$ cat config.mk
export PLATFORM = sky130hd
export DESIGN_NAME = ifu_prefetch
export DESIGN_NICKNAME = d
export VERILOG_FILES = /design/src/rtl/ifu_pkg.sv /design/src/rtl/ifu_fifo.sv /design/src/rtl/ifu_prefetch.sv
export SDC_FILE = /design/constraint.sdc
export NUM_CORES = 1
export LEC_CHECK = 0
export ABC_CLOCK_PERIOD_IN_PS = 6500
export CAP_MARGIN = 20
export CORE_ASPECT_RATIO = 1.2
export CORE_MARGIN = 1
export CORE_UTILIZATION = 38
export DETAILED_ROUTE_END_ITERATION = 16
export DONT_BUFFER_PORTS = 1
export PLACE_DENSITY = 0.51
export SETUP_SLACK_MARGIN = 0.05
export SLEW_MARGIN = 25
export SYNTH_ARGS = -nofsm -noshare
export SYNTH_HDL_FRONTEND = slang
export SYNTH_SLANG_ARGS = --single-unit
$ cat constraint.sdc
create_clock -name clk -period 6.5 [get_ports clk]
set_clock_uncertainty 0.05 [all_clocks]
set_input_delay 1.3 -clock clk [delete_from_list [all_inputs] [get_ports clk]]
set_output_delay 1.3 -clock clk [all_outputs]
set_load 0.01 [all_outputs]
$ cat src/rtl/ifu_pkg.sv
// Shared definitions for the instruction-fetch prefetch unit.
package ifu_pkg;

  typedef enum logic [1:0] {
    REQ  = 2'd0,
    WAIT = 2'd1,
    DROP = 2'd2
  } state_e;

  localparam int unsigned INST_W           = 32;
  localparam logic [31:0] DEFAULT_RESET_PC = 32'h8000_0000;

endpackage

$ cat src/rtl/ifu_fifo.sv
// Synchronous FIFO with first-word-fall-through head, flush and occupancy count.
module ifu_fifo #(
  parameter int unsigned DEPTH = 2,
  parameter int unsigned WIDTH = 65
) (
  input  logic                     clk,
  input  logic                     rst,
  input  logic                     flush,
  input  logic                     push,
  input  logic [WIDTH-1:0]         push_data,
  input  logic                     pop,
  output logic [WIDTH-1:0]         head_data,
  output logic                     empty,
  output logic [$clog2(DEPTH):0]   count
);

  localparam int unsigned AW = $clog2(DEPTH);
  localparam logic [AW:0] FULL_C = (AW+1)'(DEPTH);

  logic [WIDTH-1:0] mem_q [DEPTH];
  logic [AW-1:0]    rd_q, wr_q;
  logic [AW:0]      cnt_q;
  logic             pop_ok, push_ok;

  assign pop_ok  = pop && (cnt_q != '0);
  assign push_ok = push && ((cnt_q != FULL_C) || pop_ok);

  always_ff @(posedge clk) begin
    if (!rst || flush) begin
      rd_q  <= '0;
      wr_q  <= '0;
      cnt_q <= '0;
    end else begin
      if (push_ok) wr_q <= wr_q + 1'b1;
      if (pop_ok)  rd_q <= rd_q + 1'b1;
      unique case ({push_ok, pop_ok})
        2'b10:   cnt_q <= cnt_q + 1'b1;
        2'b01:   cnt_q <= cnt_q - 1'b1;
        default: cnt_q <= cnt_q;
      endcase
    end
  end

  always_ff @(posedge clk) begin
    if (push_ok) mem_q[wr_q] <= push_data;
  end

  assign head_data = mem_q[rd_q];
  assign empty     = (cnt_q == '0);
  assign count     = cnt_q;

endmodule

$ cat src/rtl/ifu_prefetch.sv
// Instruction prefetcher: one outstanding fetch at a time into a small FWFT buffer,
// with redirect flush and discard of a stale in-flight response.
module ifu_prefetch
  import ifu_pkg::*;
#(
  parameter int unsigned      XLEN     = 32,
  parameter int unsigned      DEPTH    = 2,
  parameter logic [XLEN-1:0]  RESET_PC = XLEN'(DEFAULT_RESET_PC)
) (
  input  logic              clk,
  input  logic              rst,
  input  logic              redirect_valid,
  input  logic [XLEN-1:0]   redirect_pc,
  output logic              mem_req_valid,
  input  logic              mem_req_ready,
  output logic [XLEN-1:0]   mem_req_addr,
  input  logic              mem_rsp_valid,
  input  logic [INST_W-1:0] mem_rsp_data,
  input  logic              mem_rsp_err,
  output logic              out_valid,
  input  logic              out_ready,
  output logic [XLEN-1:0]   out_pc,
  output logic [INST_W-1:0] out_inst,
  output logic              out_err
);

  localparam int unsigned WIDTH = XLEN + 33;
  localparam int unsigned CW    = $clog2(DEPTH) + 1;
  localparam logic [CW-1:0] DEPTH_C = CW'(DEPTH);

  state_e           state_q;
  logic [XLEN-1:0]  fetch_pc_q;
  logic [XLEN-1:0]  req_pc_q;

  logic [CW-1:0]    fifo_count;
  logic             fifo_empty;
  logic [WIDTH-1:0] fifo_head;
  logic             req_fire, rsp_push, out_pop;
  logic [XLEN-1:0]  redirect_aligned;

  assign redirect_aligned = redirect_pc & ~(XLEN'(3));

  // Gated by rst so both handshakes are dead while reset is asserted.
  assign mem_req_valid = rst && (state_q == REQ) && (fifo_count < DEPTH_C);
  assign mem_req_addr  = fetch_pc_q;
  assign out_valid     = rst && !fifo_empty;

  assign req_fire = mem_req_valid && mem_req_ready;
  assign rsp_push = (state_q == WAIT) && mem_rsp_valid && !redirect_valid;
  assign out_pop  = out_valid && out_ready;

  always_ff @(posedge clk) begin
    if (!rst) begin
      state_q    <= REQ;
      fetch_pc_q <= RESET_PC;
      req_pc_q   <= '0;
    end else if (redirect_valid) begin
      // A request still in flight after this edge must have its response swallowed.
      fetch_pc_q <= redirect_aligned;
      unique case (state_q)
        REQ:     state_q <= req_fire      ? DROP : REQ;
        WAIT:    state_q <= mem_rsp_valid ? REQ  : DROP;
        DROP:    state_q <= mem_rsp_valid ? REQ  : DROP;
        default: state_q <= REQ;
      endcase
    end else begin
      unique case (state_q)
        REQ: if (req_fire) begin
          req_pc_q   <= fetch_pc_q;
          fetch_pc_q <= fetch_pc_q + XLEN'(4);
          state_q    <= WAIT;
        end
        WAIT:    if (mem_rsp_valid) state_q <= REQ;
        DROP:    if (mem_rsp_valid) state_q <= REQ;
        default: state_q <= REQ;
      endcase
    end
  end

  ifu_fifo #(
    .DEPTH (DEPTH),
    .WIDTH (WIDTH)
  ) u_fifo (
    .clk       (clk),
    .rst       (rst),
    .flush     (redirect_valid),
    .push      (rsp_push),
    .push_data ({req_pc_q, mem_rsp_data, mem_rsp_err}),
    .pop       (out_pop),
    .head_data (fifo_head),
    .empty     (fifo_empty),
    .count     (fifo_count)
  );

  assign {out_pc, out_inst, out_err} = fifo_head;

endmodule

After elaboration in Yosys (flattened, before gate mapping)

Memories as Yosys holds them, arrays and structs flattened. A register that Yosys moved wholly into a read port is not among the register bits.
Index checks and enable logic that the tools add are counted.

$add $sub $neg: 5
Order comparisons: 1
Equality and inequality tests: 7
Muxes and demuxes: 15
Bitwise operators: 2
Reduce and logical (&&, ||, !) cells: 26

Operator list:

| operator                                          | number |
|---|---|
| two-way mux 32 bit                                | 3 |
| adder 32 x 3 -> 32 bit (second input constant)    | 1 |
| one-hot mux 2 bit (2 select lines)                | 3 |
| two-way mux 2 bit                                 | 5 |
| logical AND 1 bit                                 | 9 |
| nonzero test 2 bit                                | 4 |
| AND reduction 2 bit                               | 3 |
| == test 2 x 1 -> 1 bit (second input constant)    | 2 |
| == test 2 bit (second input constant)             | 2 |
| logical NOT 2 bit                                 | 2 |
| two-way mux 1 bit                                 | 4 |
| OR reduction 2 bit                                | 2 |
| logical NOT 1 bit                                 | 3 |
| != test 3 x 1 -> 1 bit (second input constant)    | 1 |
| != test 3 bit (second input constant)             | 1 |
| AND reduction 3 bit                               | 1 |
| adder 1 bit (second input constant)               | 2 |
| adder 2 x 1 -> 2 bit (second input constant)      | 1 |
| logical OR 1 bit                                  | 2 |
| < comparator 2 bit (second input constant)        | 1 |
| != test 2 bit (second input constant)             | 1 |
| inverter 1 bit                                    | 2 |
| subtractor 2 x 1 -> 2 bit (second input constant) | 1 |

Flip-flop bits (word level): 70
Bits in writable memories: 130
Memories: 1

Memory list:

| memory       | words | width | rd ports | clocked after Yosys merged registers in | write ports | line           | source |
|---|---|---|---|---|---|---|---|
| u_fifo.mem_q | 2     | 65    | 1        | 1                                       | 1           | ifu_fifo.sv:20 | `logic [WIDTH-1:0] mem_q [DEPTH];` |

Logic depth before layout (Yosys ltp)

Depth in word-level cells: 9
Gate-level depth with buffers: 8

Modules after synthesis

From an unflattened synthesis, not the netlist that was laid out.

Cell total of the unflattened synthesis: 627
Area, all modules: 8,174.1 µm²

Modules (own cells, without submodules):

| module       | times used | cells an instance | area each (µm²) | sequential area each (µm²) |
|---|---|---|---|---|
| ifu_fifo     | 1          | 233               | 4,953.5         | 4,003.8 |
| ifu_prefetch | 1          | 394               | 3,220.6         | 1,241.2 |

Worst setup path before layout

Ideal clock, no wire load.

Path kind: input to register
Start point: in redirect_valid
End point: mem u_fifo.mem_q[0][0] (enable)
Data arrival time: 4.826 ns
Data required time: 5.958 ns
Setup slack: 1.132 ns
Stages on the path: 4
Path buffers: 1
Path through: clkbuf_1 > nand3b_1 > a31oi_1 > nor2b_1

Word-level cells in the longest chain between the ends: 5

Ends and longest elaborated chain:

| item                                    | line               | source |
|---|---|---|
| start: declaration                      | ifu_prefetch.sv:12 | `input logic redirect_valid,` |
| logical NOT 1 bit                       | ifu_prefetch.sv:49 | `assign rsp_push = (state_q == WAIT) && mem_rsp_valid && !redirect_valid;` |
| logical AND 1 bit                       | ifu_prefetch.sv:49 |  |
| logical AND 1 bit                       | ifu_fifo.sv:26     | `assign push_ok = push && ((cnt_q != FULL_C) \|\| pop_ok);` |
| two-way mux 1 bit                       | ifu_fifo.sv:45     | `if (push_ok) mem_q[wr_q] <= push_data;` |
| two-way mux 1 bit (implied by the code) | ifu_fifo.sv:45     |  |
| end: declaration                        | ifu_fifo.sv:20     |  |

Every way passes these cells.

==> qor.json <==
{
  "setup-tns-final_ns": 0,
  "detail_route.vias_per_cell": 5.17,
  "critical-path-slowest-cell": "sky130_fd_sc_hd__dfxtp_4",
  "syn-cell-area_sq_um": 7710,
  "p_total_w": 0.00244,
  "worst-path-buf-inv": 0,
  "cts_hold_buffers": 0,
  "fraction_of_layout_cells_with_a_size_suffix_above_1_pct": 18.2,
  "multiInputGateArea_sq_um": 2450,
  "cell_taking_the_most_area_after_synthesis": "sky130_fd_sc_hd__edfxtp_1",
  "layout.filler_cells": 1878,
  "finish.net_count": 662,
  "io_pins": 170,
  "holdCritPathClass": "flop to flop",
  "num_antenna_cells": 0,
  "signal_arrival_time_at_the_worst_endpoint_ns": 1.86,
  "path_clk_slew_ns": 0.07,
  "cts.sinks": 193,
  "post_synth_xor_area_fraction_pct": 3.18,
  "synth_top_family_by_area": "simple AND/OR/NAND/NOR gates",
  "regArea_sq_um": 5130,
  "drtIter0Drc": 245,
  "setup_violations": 0,
  "pwr_per_cell_area_nw_per_um2": 286,
  "synth_fa_ha_area_share_pct": 0.649,
  "die_h_um": 158,
  "final-max-slew-violation-count": 0,
  "layout-area-overhead-vs-synth_pct": 10.6,
  "critPathCaptureType": "output pin",
  "drc": 0,
  "detail_route.wirelength_mm": 16.4,
  "netlist_top_cells_area": "sky130_fd_sc_hd__edfxtp_1, sky130_fd_sc_hd__dfxtp_1, sky130_fd_sc_hd__mux2_2, sky130_fd_sc_hd__nand2_1, sky130_fd_sc_hd__a21boi_0",
  "crit_fanout": 63,
  "cell_type_group_with_the_largest_total_delay_on_the_critical_path": "flip-flops",
  "grt_pass1_wl_mm": 25.7,
  "cts-root-buf": "sky130_fd_sc_hd__clkbuf_16",
  "fin_hold_ws_ns": 0.407,
  "ys_seq_area_share_pct": 66.5,
  "setup.worst_path.class": "flop to output pin",
  "most_common_cell_in_the_netlist": "sky130_fd_sc_hd__edfxtp_1",
  "antenna_left": 0,
  "start_util_pct": 39.2,
  "first_global_vias": 4444,
  "total_leakage_power_nw": 2.83,
  "timing.max_cap.violations": 0,
  "routed_wire_length_per_instance_um": 19.0,
  "dpl.hpwl_mm": 10.4,
  "detail_route.first_pass.iterations": 4,
  "clock.fmax_ghz": 0.312,
  "syn-instance-count": 595,
  "critical_path.startpoint_type": "flop",
  "placement.cell_area_sq_um": 7950,
  "power.switching_fraction_pct": 21.9,
  "antenna_found_initial": 0,
  "cp_data_required_time_ns": 5.15,
  "finalWeightedCongestion": 0.774,
  "critical-path-max-stage-delay_ns": 0.89,
  "num_vias": 4453,
  "outcome": "complete, no violations",
  "port-buffer-count": 0,
  "power.net_switching_w": 0.000533,
  "timing.final.hold_violations": 0,
  "grt_overflow": 0,
  "layout.cell_area.non_filler_sq_um": 8530,
  "grt_max_degree": 70,
  "post_route_clock_period_utilization_pct": 49.4,
  "worstSkewPairLatency_ns": 0.43,
  "floorplan.die.width_um": 132,
  "worstMarginPinSlew_ns": 0.988,
  "fin_util_pct": 43.3,
  "synth.ff_latch_count": 193,
  "vdd.ir_drop.worst_mv": 0.183,
  "post_cts_resize_count": 0,
  "synth_area_per_cell_sq_um": 13.0,
  "yosys.area.top_type_share_pct": 49.1,
  "grt.total_usage_pct": 16.4,
  "core_sq_um": 19700,
  "cts_made_buffers": 17,
  "power_frac_comb_pct": 2.5,
  "synth-edff-count": 126,
  "post-route-min-period_ns": 3.21,
  "yosys-mux-area-fraction_pct": 9.20,
  "tritoncts": "done",
  "area_fraction_in_compound_gates_after_synthesis_pct": 7.69,
  "core.rowCount": 56,
  "ys_async_sr_fraction_pct": 0,
  "synthDistinctLibCells": 45,
  "cts_htree_levels": 4,
  "critical_path.cell_chain": "mux2_2",
  "synthFlopType": "sky130_fd_sc_hd__edfxtp_1",
  "synth_top_cells_by_count": "sky130_fd_sc_hd__edfxtp_1, sky130_fd_sc_hd__nand2_1, sky130_fd_sc_hd__dfxtp_1",
  "synth_warnings": 0,
  "post-cts-setup-buffers": 0,
  "seq_power_share_pct": 55.7,
  "clock_tree.buffer_depth": 2,
  "synthSimpleGateAreaFrac_pct": 10.6,
  "grt_setup_unrepaired": "false",
  "power.clock.fraction_pct": 41.8,
  "internal-power_w": 0.00190,
  "dieArea_sq_um": 20900,
  "headroom_to_the_max_slew_limit_pct": 33.5
}
==> registers in the layout, summed over array words and instances, names as in the netlist, named ones only <==
| register | cells |
|---|---|
| mem_req_addr | 30 |
| req_pc_q | 30 |
| state_q | 2 |
| u_fifo.count | 2 |
| u_fifo.mem_q | 126 |
| u_fifo.rd_q | 1 |
| u_fifo.wr_q | 1 |
==> power groups by stage <==
stage | logic, W | clock network [W] | registers (W)
global placement | 0.0000608 | 0 | 0.00138
global route | 0.0000703 | 0.00110 | 0.00136
CTS | 0.0000625 | 0.00105 | 0.00136
floorplan | 0.0000576 | 0 | 0.00137
detailed placement | 0.0000621 | 0 | 0.00138
finish | 0.0000615 | 0.00102 | 0.00136
==> layer usage <==
metal	vias up	global-route usage (%)	share of wire (%)
li1	2133	-	-
met1	2161	18.4	40
met2	144	28.2	50
met3	15	6.40	8.2
met4	0	6.09	1.3
met5	-	0	0
==> final timing paths <==
check	startpoint	slack, ns	cells past startpoint	end
max	flop	3.29	1	out_pc[17]
min	req_pc_q[12]	0.41	0	u_fifo.mem_q[1][45]
max reg2reg	state_q[1]	3.94	6	u_fifo.mem_q[0][5]
min reg2reg	req_pc_q[12]	0.41	0	u_fifo.mem_q[1][45]
==> kinds of logic (layout without fill, tap and decap cells) <==
kind of cell	count (synthesis)	count (layout)
flip-flops	193	193
AND/OR/NAND/NOR	171	171
AO/OA/AOI/OAI	95	95
multiplexers	63	63
buffers and inverters	40	42
XOR/XNOR	28	28
adder cells (fa/ha/maj)	4	4
other	1	4
==> placed cells by master (no fill, tap or decap), drive strengths merged, types with 2 or more instances in the layout <==
cell type	Yosys	layout
nand3	15	15
and3b	2	2
mux2	63	63
inv	7	12
nor4	5	5
conb	1	4
nand2	87	87
nand4	11	11
nor3	8	8
buf	4	3
or4	3	3
clkinv	0	5
nor2	19	19
clkbuf	29	19
and3	6	6
xnor2	12	12
nand4b	2	2
nand2b	2	2
a21oi	26	26
clkinvlp	0	2
o21ai	27	27
nor2b	4	4
a21boi	30	30
or2	3	3
a211oi	2	2
xor2	16	16
o211a	3	3
dfxtp	67	67
ha	4	4
edfxtp	126	126
==> stage by stage <==
step | setup WS, ns | cells
after floorplan | 1.13 | 598
after global placement | 3.20 | 829
after detailed placement | 3.12 | 829
after CTS | 3.21 | 861
after global routing | 3.15 | 861
final | 3.29 | 861
==> layout make-up <==
| class | instances | area share [%] |
|---|---|---|
| repair buffers | 3 | 0.264 |
| inverters | 7 | 0.308 |
| multi-input cells | 365 | 28.7 |
| well taps | 261 | 3.83 |
| clock inverters | 13 | 1.48 |
| clock buffers | 19 | 5.31 |
| flip-flops and latches | 193 | 60.1 |
(Power assumes the default switching activity.)
